File: src/rtl/scan_addr_gen.sv
// scan_addr_gen
// Window-centre address generator for the Sobel datapath. After a load it
// walks the (2*BORDER+1)-square kernel centre over every valid interior pixel,
// one position per accepted step request. It drives independent read- and
// write-buffer addresses with separate row strides, in serpentine or raster
// order.
//
// Ports:
//   clk, reset                 rising-edge clock, asynchronous active-high reset
//   img_rows, img_cols         image size, sampled on load_initial
//   rd_stride, wr_stride       read/write buffer row pitch, sampled on load_initial
//   initial_addr_r/_w          addresses of the first centre (BORDER,BORDER)
//   raster_mode                0 = serpentine, 1 = raster; sampled on load_initial
//   load_initial               start or restart a scan (highest priority)
//   start_move                 step request
//   addr_r, addr_w             current read/write addresses
//   direction                  next move: 00 none, 01 right, 10 left, 11 down/row-return
//   move_done                  one-cycle pulse per accepted step
//   all_done                   final centre reached, held until next load/reset
//   busy                       scan in progress
//   cfg_err                    last load had dimensions too small for the kernel
//
// Optional feature macro SCAN_POS_EN: adds pos_x/pos_y outputs carrying the
// current centre coordinates.
module scan_addr_gen #(
  parameter int ADDR_W = 16,
  parameter int DIM_W  = 12,
  parameter int BORDER = 1
) (
  input  logic              clk,
  input  logic              reset,
  input  logic [DIM_W-1:0]  img_rows,
  input  logic [DIM_W-1:0]  img_cols,
  input  logic [ADDR_W-1:0] rd_stride,
  input  logic [ADDR_W-1:0] wr_stride,
  input  logic [ADDR_W-1:0] initial_addr_r,
  input  logic [ADDR_W-1:0] initial_addr_w,
  input  logic              raster_mode,
  input  logic              load_initial,
  input  logic              start_move,
  output logic [ADDR_W-1:0] addr_r,
  output logic [ADDR_W-1:0] addr_w,
  output logic [1:0]        direction,
  output logic              move_done,
  output logic              all_done,
  output logic              busy,
  output logic              cfg_err
`ifdef SCAN_POS_EN
  ,
  output logic [DIM_W-1:0]  pos_x,
  output logic [DIM_W-1:0]  pos_y
`endif
);

  typedef enum logic [1:0] {IDLE, READY, STEP, DONE} state_t;

  localparam logic [DIM_W-1:0]  BORDER_D  = DIM_W'(BORDER);
  localparam logic [DIM_W-1:0]  BORDER_P1 = DIM_W'(BORDER + 1);
  localparam logic [DIM_W-1:0]  KERNEL    = DIM_W'(2 * BORDER + 1);
  localparam logic [DIM_W-1:0]  ONE_D     = DIM_W'(1);
  localparam logic [ADDR_W-1:0] ONE_A     = ADDR_W'(1);

  state_t            state, state_next;
  logic [DIM_W-1:0]  x, y, x_next, y_next;
  logic [DIM_W-1:0]  cfg_rows, cfg_cols, cfg_rows_next, cfg_cols_next;
  logic [ADDR_W-1:0] cfg_rd_stride, cfg_wr_stride, cfg_rd_stride_next, cfg_wr_stride_next;
  logic              cfg_raster, cfg_raster_next;
  logic [ADDR_W-1:0] addr_r_next, addr_w_next;
  logic [1:0]        direction_next;
  logic              move_done_next, all_done_next, cfg_err_next;
  logic [DIM_W-1:0]  xmax, ymax, load_xmax, span_m1;
  logic [DIM_W-1:0]  mx, my;
  logic [ADDR_W-1:0] mar, maw;

  assign xmax      = cfg_cols - BORDER_P1;
  assign ymax      = cfg_rows - BORDER_P1;
  assign load_xmax = img_cols - BORDER_P1;
  // Row-return rewinds the column offset accumulated across the row (span-1)
  assign span_m1   = cfg_cols - KERNEL;
  assign busy      = (state == READY) || (state == STEP);

`ifdef SCAN_POS_EN
  assign pos_x = x;
  assign pos_y = y;
`endif

  // Serpentine rows alternate: rows at an even offset from BORDER run
  // rightwards, odd ones leftwards. Raster rows always run rightwards.
  function automatic logic row_is_odd(input logic [DIM_W-1:0] py);
    row_is_odd = ((py - BORDER_D) & ONE_D) != '0;
  endfunction

  // Direction of the move that will leave centre (px,py); the caller
  // handles the final centre separately.
  function automatic logic [1:0] next_dir(input logic [DIM_W-1:0] px,
                                          input logic [DIM_W-1:0] py,
                                          input logic [DIM_W-1:0] pxmax,
                                          input logic             raster);
    if (raster || !row_is_odd(py))
      next_dir = (px == pxmax) ? 2'b11 : 2'b01;
    else
      next_dir = (px == BORDER_D) ? 2'b11 : 2'b10;
  endfunction

  // State and datapath register; everything returns to zero on reset.
  always_ff @(posedge clk or posedge reset) begin
    if (reset) begin
      state         <= IDLE;
      x             <= '0;
      y             <= '0;
      cfg_rows      <= '0;
      cfg_cols      <= '0;
      cfg_rd_stride <= '0;
      cfg_wr_stride <= '0;
      cfg_raster    <= 1'b0;
      addr_r        <= '0;
      addr_w        <= '0;
      direction     <= 2'b00;
      move_done     <= 1'b0;
      all_done      <= 1'b0;
      cfg_err       <= 1'b0;
    end else begin
      state         <= state_next;
      x             <= x_next;
      y             <= y_next;
      cfg_rows      <= cfg_rows_next;
      cfg_cols      <= cfg_cols_next;
      cfg_rd_stride <= cfg_rd_stride_next;
      cfg_wr_stride <= cfg_wr_stride_next;
      cfg_raster    <= cfg_raster_next;
      addr_r        <= addr_r_next;
      addr_w        <= addr_w_next;
      direction     <= direction_next;
      move_done     <= move_done_next;
      all_done      <= all_done_next;
      cfg_err       <= cfg_err_next;
    end
  end

  // Next-state logic. A load beats everything; otherwise a step is taken
  // only from READY, so the STEP cycle that follows each move is what
  // spaces accepted steps at least two cycles apart.
  always_comb begin
    state_next         = state;
    x_next             = x;
    y_next             = y;
    cfg_rows_next      = cfg_rows;
    cfg_cols_next      = cfg_cols;
    cfg_rd_stride_next = cfg_rd_stride;
    cfg_wr_stride_next = cfg_wr_stride;
    cfg_raster_next    = cfg_raster;
    addr_r_next        = addr_r;
    addr_w_next        = addr_w;
    direction_next     = direction;
    move_done_next     = 1'b0;
    all_done_next      = all_done;
    cfg_err_next       = cfg_err;
    mx                 = x;
    my                 = y;
    mar                = addr_r;
    maw                = addr_w;

    if (load_initial) begin
      cfg_rows_next      = img_rows;
      cfg_cols_next      = img_cols;
      cfg_rd_stride_next = rd_stride;
      cfg_wr_stride_next = wr_stride;
      cfg_raster_next    = raster_mode;
      addr_r_next        = initial_addr_r;
      addr_w_next        = initial_addr_w;
      x_next             = BORDER_D;
      y_next             = BORDER_D;
      all_done_next      = 1'b0;
      direction_next     = 2'b00;
      if (img_cols < KERNEL || img_rows < KERNEL) begin
        cfg_err_next = 1'b1;
        state_next   = DONE;
      end else if (img_cols == KERNEL && img_rows == KERNEL) begin
        cfg_err_next  = 1'b0;
        all_done_next = 1'b1;
        state_next    = DONE;
      end else begin
        // A one-column span starts with a down move rather than a right one
        cfg_err_next   = 1'b0;
        state_next     = READY;
        direction_next = next_dir(BORDER_D, BORDER_D, load_xmax, raster_mode);
      end
    end else if (state == READY && start_move) begin
      case (direction)
        2'b01: begin
          mx  = x + ONE_D;
          mar = addr_r + ONE_A;
          maw = addr_w + ONE_A;
        end
        2'b10: begin
          mx  = x - ONE_D;
          mar = addr_r - ONE_A;
          maw = addr_w - ONE_A;
        end
        default: begin
          my = y + ONE_D;
          if (cfg_raster) begin
            mx  = BORDER_D;
            mar = addr_r + cfg_rd_stride - ADDR_W'(span_m1);
            maw = addr_w + cfg_wr_stride - ADDR_W'(span_m1);
          end else begin
            mar = addr_r + cfg_rd_stride;
            maw = addr_w + cfg_wr_stride;
          end
        end
      endcase
      x_next         = mx;
      y_next         = my;
      addr_r_next    = mar;
      addr_w_next    = maw;
      move_done_next = 1'b1;
      // The last centre is on the bottom row, at whichever end that row runs to
      if (my == ymax && mx == ((cfg_raster || !row_is_odd(my)) ? xmax : BORDER_D)) begin
        all_done_next  = 1'b1;
        direction_next = 2'b00;
        state_next     = DONE;
      end else begin
        direction_next = next_dir(mx, my, xmax, cfg_raster);
        state_next     = STEP;
      end
    end else if (state == STEP) begin
      state_next = READY;
    end
  end

endmodule
File: config.mk
export PLATFORM = sky130hd
export DESIGN_NAME = scan_addr_gen
export DESIGN_NICKNAME = d
export VERILOG_FILES = /design/src/rtl/scan_addr_gen.sv
export SDC_FILE = /design/constraint.sdc
export NUM_CORES = 1
export LEC_CHECK = 0
export BUFFER_PORTS_ARGS = -buffer_cell sky130_fd_sc_hd__buf_2
export CORE_AREA = 3 3 163 165
export DETAILED_ROUTE_END_ITERATION = 8
export DIE_AREA = 0 0 166 168
export PLACE_DENSITY = 0.75
export SKIP_LAST_GASP = 1
export SLEW_MARGIN = 10
export SYNTH_ARGS = -nofsm -noshare
export SYNTH_HDL_FRONTEND = slang
export SYNTH_SLANG_ARGS = --single-unit
File: constraint.sdc
create_clock -name clk -period 5.2 [get_ports clk]
set_input_delay 0 -clock clk [delete_from_list [all_inputs] [get_ports clk]]
set_output_delay 0 -clock clk [all_outputs]
set_load 0.01 [all_outputs]
* Word-level counts from Yosys, hierarchy flattened
Cells that the tools add are included. W data, S select, Z words.
Storage, ports and cells: output and inout port bits 38, bits in writable memories 0, memories 0, latch bits 0, bits in read-only memories 0, register bits after elaboration 120, input port bits 93
Operators by class: divide/modulo/power cells 0, add/sub/neg operators 16, magnitude comparators 2, reduce and logical (&&, ||, !) cells 12, muxes and demuxes 43, multiply operators 0, shift-type cells 0, equality and inequality tests 11, bitwise gates (word level) 0
Operators with widths (count):
- $mux W12 | 11
- $mux W16 | 6
- $pmux W16 S2 | 2
- $sub A12 B2 Y12 const B | 4
- $eq A12 B12 Y1 | 3
- $add A16 B1 Y16 const B | 2
- $add A16 B16 Y16 | 2
- $sub A16 B1 Y16 const B | 2
- $sub A16 B12 Y16 | 2
- $mux W2 | 13
- $add A12 B1 Y12 const B | 2
- $eq A12 B2 Y1 const B | 2
- $lt A12 B2 Y1 const B | 2
- $pmux W12 S2 | 1
- $eq A1 B12 Y1 const A | 1
- $eq A12 B1 Y1 const B | 1
- $sub A12 B1 Y12 const B | 1
- $mux W1 | 10
- $eq A2 B1 Y1 const B | 2
- $eq A2 B2 Y1 const B | 2
- $reduce_bool A2 Y1 | 2
- $logic_and A1 B1 Y1 | 3
- $logic_or A1 B1 Y1 | 3
- $reduce_bool A3 Y1 | 1
- 4 further kinds | 4

* Longest topological paths before layout
Gate-level depths: netlist (run 1).
depth after elaboration 14, mapped depth 16, mapped depth without buffers 16

* Least setup slack after synthesis (run 1)
Ideal clock, no wire load.
path type reg2reg, start point register direction[0], end point register direction[0], library setup time 0.139 ns, clock period less this slack 4.285 ns, slack 0.915 ns, arrival time 4.146 ns, cell stages (with the launch flop) 15, path buffers 0, required time 5.061 ns, cell sequence dfrtp_1 inv_1 ha_1 inv_1 fa_1 xnor2_1 a22o_1 o31ai_1 nand4_1 nor4b_1 or4b_4 nor4b_4 o2111ai_2 a31oi_1 a31oi_1
On the way: word-level cells in the longest chain between the ends 14
Ends and longest elaborated chain:
- start: declaration | line 43 | output logic [1:0] direction,
- start signal: assignment | line 133 | direction <= direction_next;
- $eq A2 B2 Y1 / $eq A2 B1 Y1 (equally long branches) | line 189 | case (direction)
- $reduce_or A2 Y1 (no source line)
- $mux W12 | line 189
- $mux W12 | line 188 | end else if (state == READY && start_move) begin
- $mux W12 | line 163 | if (load_initial) begin
- $sub A1 B1 Y1 | line 90 | row_is_odd = ((py - BORDER_D) & ONE_D) != '0;
- $logic_not A1 Y1 | line 99, 218
- $logic_or A1 B1 Y1 | line 99, 218
- $mux W12 | line 218 | if (my == ymax && mx == ((cfg_raster || !row_is_odd(my)) ? xmax : BORDER_D)) begin
- $eq A12 B12 Y1 | line 218
- $logic_and A1 B1 Y1 | line 218
- $mux W2 (*) | line 218
- $mux W2 (*) | line 188
- $mux W2 (*) | line 163
Every way passes the cells marked *; elsewhere a longest branch is shown, timed or not. The select of a mux whose other input is x is not followed. A chain may end at the register's enable or synchronous reset.

* Worst setup path in the final report (run 1)
Ends and elaborated chain as after synthesis.

==> flow_summary.yaml, run 1 <==
synth:
  syn_avg_cell_area_um2: 8.582
  ys_seq_area_share_pct: 26.51
  synth-async-reset-ratio_pct: 100.0
  synth_top_cell_area_share_pct: 26.51
  yosysTopAreaCell: "dfrtp_1"
  synthesis.area_mm2: 0.01133
  synth_xor_area_share_pct: 10.54
  synth_area_leaders: "dfrtp_1, ha_1, xnor2_1, mux2_2, xor2_1"
  synthCells: 1320
  synth_enable_flop_cells: 0
  synth_top_family_by_area: "compound AO/OA/AOI/OAI gates"
  yosys.area_share.adder_pct: 12.46
  yosysUniqueCellTypes: 88
  synth-compound-area-share_pct: 22.31
  synth_nets: 1520
  synth_ff_type: "dfrtp_1"
  yosys_register_bits: 120
  synth-simple-area-share_pct: 18.00
  synth_mux_area_share_pct: 6.417
  yosys_warnings: 0
timing:
  whs_ns: 0.1828
  period_needed_ns: 4.326
  fin_setup_tns_ns: 0
  timing.fmax_mhz: 231.2
  setup_violations: 0
  finalMaxSlewViolations: 0
  finalHoldViolCount: 0
  grt_setup_unrepaired: "false"
  post-route-period-util_pct: 83.19
  finClkSkew_ns: 0.01157
  relSlewSlack_pct: 39.93
  worstMarginPinSlew_ns: 0.8989
critical_path:
  path_buf_inv: 2
  cp_data_required_time_ns: 5.48
  cp-start-kind: "register"
  path_delay_family: "simple AND/OR/NAND/NOR gates"
  cp-end-kind: "register"
  path_class: "reg2reg"
  ff2ff_path_depth: 14
  cp_num_cells: 14
  slowest_stage: "ha_2"
  arrival_ns: 4.60
  cp_max_fo: 24
  slowest_delay_ns: 0.61
  path_cells: "inv_1, ha_2, inv_1, fa_1, xnor2_1, a22o_1, o31ai_1, nand4_1, nor4b_1, or4b_4, nor4b_4, o2111ai_2, a31oi_1, a31oi_1"
grt:
  antenna_found_initial: 0
  grt_max_degree: 76
  grt_pass1_vias: 10640
  grt_overflow: 0
  grt_pass1_wl_um: 54270
  gr-usage-all-layers_pct: 23.67
floorplanning:
  ios: 131
  rows: 58
  die_h_um: 168
  fp.dieArea_mm2: 0.02789
  fp.dieW_um: 166
  coreArea_mm2: 0.02518
  start_util_pct: 44.99
cts:
  clock-root-buffer: "clkbuf_16"
  cts.clk_slew.worst_paths_ns: 0.06
  clockBufferDepth: 2
  clk_latency_ns: 0.43
  clkSinkCount: 120
  cts_setup_buffers: 0
  cts_tree: "built"
  htree_levels: 4
  cts_buffers: 17
placement:
  place.gp.congestion: 0.9778
  dp_hpwl_um: 24530
  port_buffers: 130
  place_area_mm2: 0.01227
pwr:
  seqPwrFrac_pct: 24.3
  ir_worst_vdd_v: 0.0001986
  power_density_mw_per_mm2: 346.2
  comb_power_share_pct: 49.6
  switching_share_pct: 40.54
  p_switching_mw: 1.933
  p_leak_nw: 6.091
  p_int_mw: 2.835
  finalPower_mw: 4.768
  clock_power_share_pct: 26.1
finish:
  stdcell_area_mm2: 0.01377
  layout_commonest_cell: "buf_2"
  area_delta_synth_final_pct: 21.56
  finalCoreUtilization_pct: 54.69
  n_antenna_cell: 0
  final_cell_mix: "buf_2, dfrtp_1, nand2_1"
  final_nets: 1717
  drive_gt1_share_pct: 16.48
routing:
  ant_nets: 0
  wl_per_cell_um: 18.22
  firstDrtPassIters: 5
  drtIter0Drc: 790
  via_count: 10900
  viasPerCell: 5.862
  drcViolationCount: 0
  drt_wl_total_um: 33870
status:
  status: "completed"
flow_run:
  max_cap_viol_count: 0
worst_hold_path:
  hold_path.class: "in2reg"
  hold_depth: 3
-- sequential cells by signal (all words and copies together), names as in the netlist, 2 cells and up --
register       cells
state              2
addr_w            16
cfg_cols          12
cfg_rows          12
cfg_rd_stride     16
direction          2
addr_r            16
x                 12
y                 12
cfg_wr_stride     16
-- worst paths after layout --
| kind | startpoint | end | slack, ns |
|---|---|---|---|
| max in group asynchronous | reset | x[5] | 3.58 |
| worst max register to register | direction[0] | direction[0] | 0.87 |
| worst min-delay path | load_initial | addr_w[4] | 0.18 |
| min in group asynchronous | reset | cfg_wr_stride[14] | 0.24 |
| worst min register to register | cfg_err | cfg_err | 0.50 |
| worst max-delay path | direction[0] | direction[0] | 0.87 |
-- synth_stat cells, drive strengths merged, types with 17 or more instances --
library cell  count
inv              54
o21ai            95
ha              100
a21oi            84
a21o             25
nor2             90
mux2             53
xor2             56
nand3            31
nor2b            23
dfrtp           120
o21a             22
a211oi           32
nand2           109
clkbuf           42
or3              17
xnor2            76
nor3             37
-- metal layers --
metal | GRT usage, % | share of wire [%] | up-vias
met3 | 3.358 | 5.4 | 76
met5 | 0 | 0 | -
met4 | 9.042 | 3.2 | 0
met2 | 40.68 | 49 | 352
met1 | 30.32 | 43 | 5233
li1 | - | - | 5236
-- layout make-up --
cell class | count | area (um^2)
Clock inverter | 11 | 150.1
Multi-Input combinational cell | 1091 | 7901
Fill cell | 2238 | 11410
Tap cell | 330 | 412.9
Sequential cell | 120 | 3003
Timing Repair Buffer | 233 | 1652
Clock buffer | 20 | 446.7
Inverter | 54 | 205.2
-- repair_timing --
item,in CTS,in global routing
gates resized for setup,0,0
hold endpoints to repair,145,0
hold buffers,90,0
-- power by group through the flow --
stage | clock, mW | sequential (mW) | combinational (mW)
final | 1.24 | 1.16 | 2.37
after global routing | 1.30 | 1.17 | 2.61
after CTS | 1.26 | 1.16 | 2.34
after detailed placement | 0 | 1.17 | 2.27
after global placement | 0 | 1.17 | 2.22
after floorplan | 0 | 1.14 | 1.75
-- stage by stage --
stage | worst slack, ns | std cells
floorplan | 0.9146 | 1320
global placement | 1.077 | 1738
detailed placement | 0.9160 | 1738
CTS | 0.9036 | 1859
global route | 0.6170 | 1859
finish | 0.8741 | 1859
-- kinds of logic after synthesis --
family,Yosys count
fa+ha+maj,109
mux,66
simple gates,402
compound gates,381
flops,120
buf+inv,109
xor+xnor,133
-- tightest hold or removal path: stages --
cell and delay (ns):
buf_4 0.33, nand2_1 0.13, o21ai_0 0.06
Power figures use the tool's default switching activity.
==> run 2: changes to the inputs <==
PLACE_DENSITY = 0.77   (was 0.75)
clock period = 3.8 ns   (was 5.2 ns; I/O delays follow)
==> run 2 against run 1 <==
Critical path depth decreased by 1. Global-route usage increased by 1.4 points. Non-clock buffer count increased by 54. Total power increased by 46%.
==> flow_summary.yaml, run 2 (synthesized netlist as in run 1, its figures left out) <==
routing:
  drtIter0Drc: 879
  via_count: 11290
  viasPerCell: 5.894
  drcViolationCount: 0
  ant_nets: 0
  wl_per_cell_um: 18.87
  drt_wl_total_um: 36160
  firstDrtPassIters: 5
floorplanning:
  rows: 58
  start_util_pct: 44.99
  die_h_um: 168
  fp.dieArea_mm2: 0.02789
  fp.dieW_um: 166
  coreArea_mm2: 0.02518
  ios: 131
grt:
  gr-usage-met2_pct: 41.88
  use_met3_pct: 3.334
  grt_max_degree: 76
  grt_pass1_vias: 11150
  grt_busiest_layer: "met2"
  grtUsageMet1_pct: 31.78
  grt_pass1_wl_um: 57450
  grt_overflow: 0
  antenna_found_initial: 1
  gr-usage-all-layers_pct: 25.04
worst_hold_path:
  min_from: "load_initial"
  hold_path.class: "in2reg"
  hold_depth: 2
  worstHoldEndpoint: "y[11]"
flow_run:
  max_cap_viol_count: 0
pwr:
  p_leak_nw: 6.401
  clock_power_share_pct: 25.4
  seqPwrFrac_pct: 22.6
  ir_worst_vdd_v: 0.0003005
  p_switching_mw: 2.835
  switching_share_pct: 40.67
  comb_power_share_pct: 52.0
  p_int_mw: 4.135
  power_density_mw_per_mm2: 486.3
cts:
  clkSinkCount: 120
  clk_latency_ns: 0.44
  cts_tree: "built"
  clockBufferDepth: 2
  cts.clk_slew.worst_paths_ns: 0.06
  cts_buffers: 17
  htree_levels: 4
  clock-root-buffer: "clkbuf_16"
critical_path:
  r2r-start: "addr_r[0]"
  path_buf_inv: 0
  cp_max_fo: 3
  arrival_ns: 3.96
  cp-start-kind: "register"
  cp_data_required_time_ns: 4.11
  path_delay_family: "compound AO/OA/AOI/OAI gates"
  cp-end-kind: "register"
  slowest_delay_ns: 0.42
  path_cells: "ha_2, fa_2, a211oi_4, o21ai_1, a31oi_1, xnor2_1, ha_1, and2_1, a221o_1, a211o_1, a311oi_2, xnor2_1, o21ai_1"
  timing.rr.end: "addr_r[15]"
  rrSetupSlack_ns: 0.14
  path_class: "reg2reg"
  ff2ff_path_depth: 13
  slowest_stage: "fa_2"
placement:
  dp_hpwl_um: 25530
  port_buffers: 130
  pre_cts_slack_ns: 0.01244
  place.gp.congestion: 0.9329
finish:
  layout_commonest_cell: "buf_2"
  final.fill_count: 2147
  final_nets: 1771
  final_cell_mix: "buf_2, dfrtp_1, nand2_1"
  drive_gt1_share_pct: 20.96
  finalCoreUtilization_pct: 56.93
  area_delta_synth_final_pct: 26.54
timing:
  fin_ws_ns: 0.1448
  timing.fmax_mhz: 273.6
  post-route-period-util_pct: 96.19
  relSlewSlack_pct: 44.24
  fin_setup_tns_ns: 0
  finalHoldViolCount: 0
  setup_violations: 0
  period_needed_ns: 3.655
  finalMaxSlewViolations: 0
  worstMarginPinSlew_ns: 0.8364
  finClkSkew_ns: 0.01303
  grt_setup_unrepaired: "true"
status:
  status: "completed"
run 2: cell count changes in the layout (fill, tap and decap cells not counted), moves of 3 or more:
cell | previous run | this run
ha_1 | 99 | 96
inv_6 | 0 | 4
buf_4 | 14 | 68
a211oi_1 | 31 | 28
fa_1 | 7 | 4
clkinvlp_4 | 5 | 2
fa_2 | 0 | 3
run 2: layout make-up:
type,count,area (um^2),area share [%]
Multi-Input combinational cell,1091,8030,56.02
Sequential cell,120,3004,20.96
Timing Repair Buffer,287,2057,14.35
Clock buffer,19,452.9,3.160
Tap cell,330,412.9,2.880
Inverter,54,205.2,1.431
Clock inverter,13,167.7,1.170
Antenna cell,2,5.005,0.03491
run 2: worst max path at each step:
stage	cells after the start	from	to
2_1_floorplan	15	addr_w[0]	addr_w[11]
3_3_place_gp	17	addr_w[0]	addr_w[11]
3_5_place_dp	17	addr_w[0]	addr_w[11]
4_1_cts	17	addr_w[0]	addr_w[11]
5_1_grt	17	addr_w[0]	addr_w[11]
6_report	13	addr_r[0]	addr_r[15]
run 2: power groups by stage:
| stage | clock (mW) | sequential (mW) | combinational, mW |
|---|---|---|---|
| detailed placement | 0 | 1.59 | 3.32 |
| global route | 1.82 | 1.59 | 3.98 |
| global placement | 0 | 1.59 | 3.24 |
| CTS | 1.77 | 1.57 | 3.44 |
| floorplan | 0 | 1.57 | 2.40 |
| finish | 1.77 | 1.58 | 3.63 |
run 2: worst register-to-register path: stages (launching register included):
cell	delay [ns]
dfrtp_1	0.38
ha_2	0.22
fa_2	0.42
a211oi_4	0.30
o21ai_1	0.16
a31oi_1	0.21
xnor2_1	0.19
ha_1	0.28
and2_1	0.18
a221o_1	0.33
a211o_1	0.35
a311oi_2	0.27
xnor2_1	0.16
o21ai_1	0.07
run 2: stage by stage:
stage / cell area (um^2) / power [mW] / std cells / hold WS (ns)
final: 14340 / 6.971 / 1916 / 0.1446
after global routing: 14330 / 7.394 / 1915 / 0.1924
after CTS: 14170 / 6.775 / 1909 / 0.1447
after detailed placement: 12650 / 4.912 / 1787 / 0.1683
after global placement: 12650 / 4.829 / 1787 / 0.1598
after floorplan: 11340 / 3.966 / 1320 / 0.1170
run 2: timing repair:
action                     4_1_cts  5_1_grt
setup endpoints to repair        0       16
hold buffers                    90        0
setup buffers                    0        5
hold endpoints to repair       142        0
resized for setup                0       27
run 2: metal layers:
layer	part of all wire [%]	wire [um]
met5	0	0
met4	4.5	1623
met3	5.8	2099
met2	48	17260
met1	42	15170
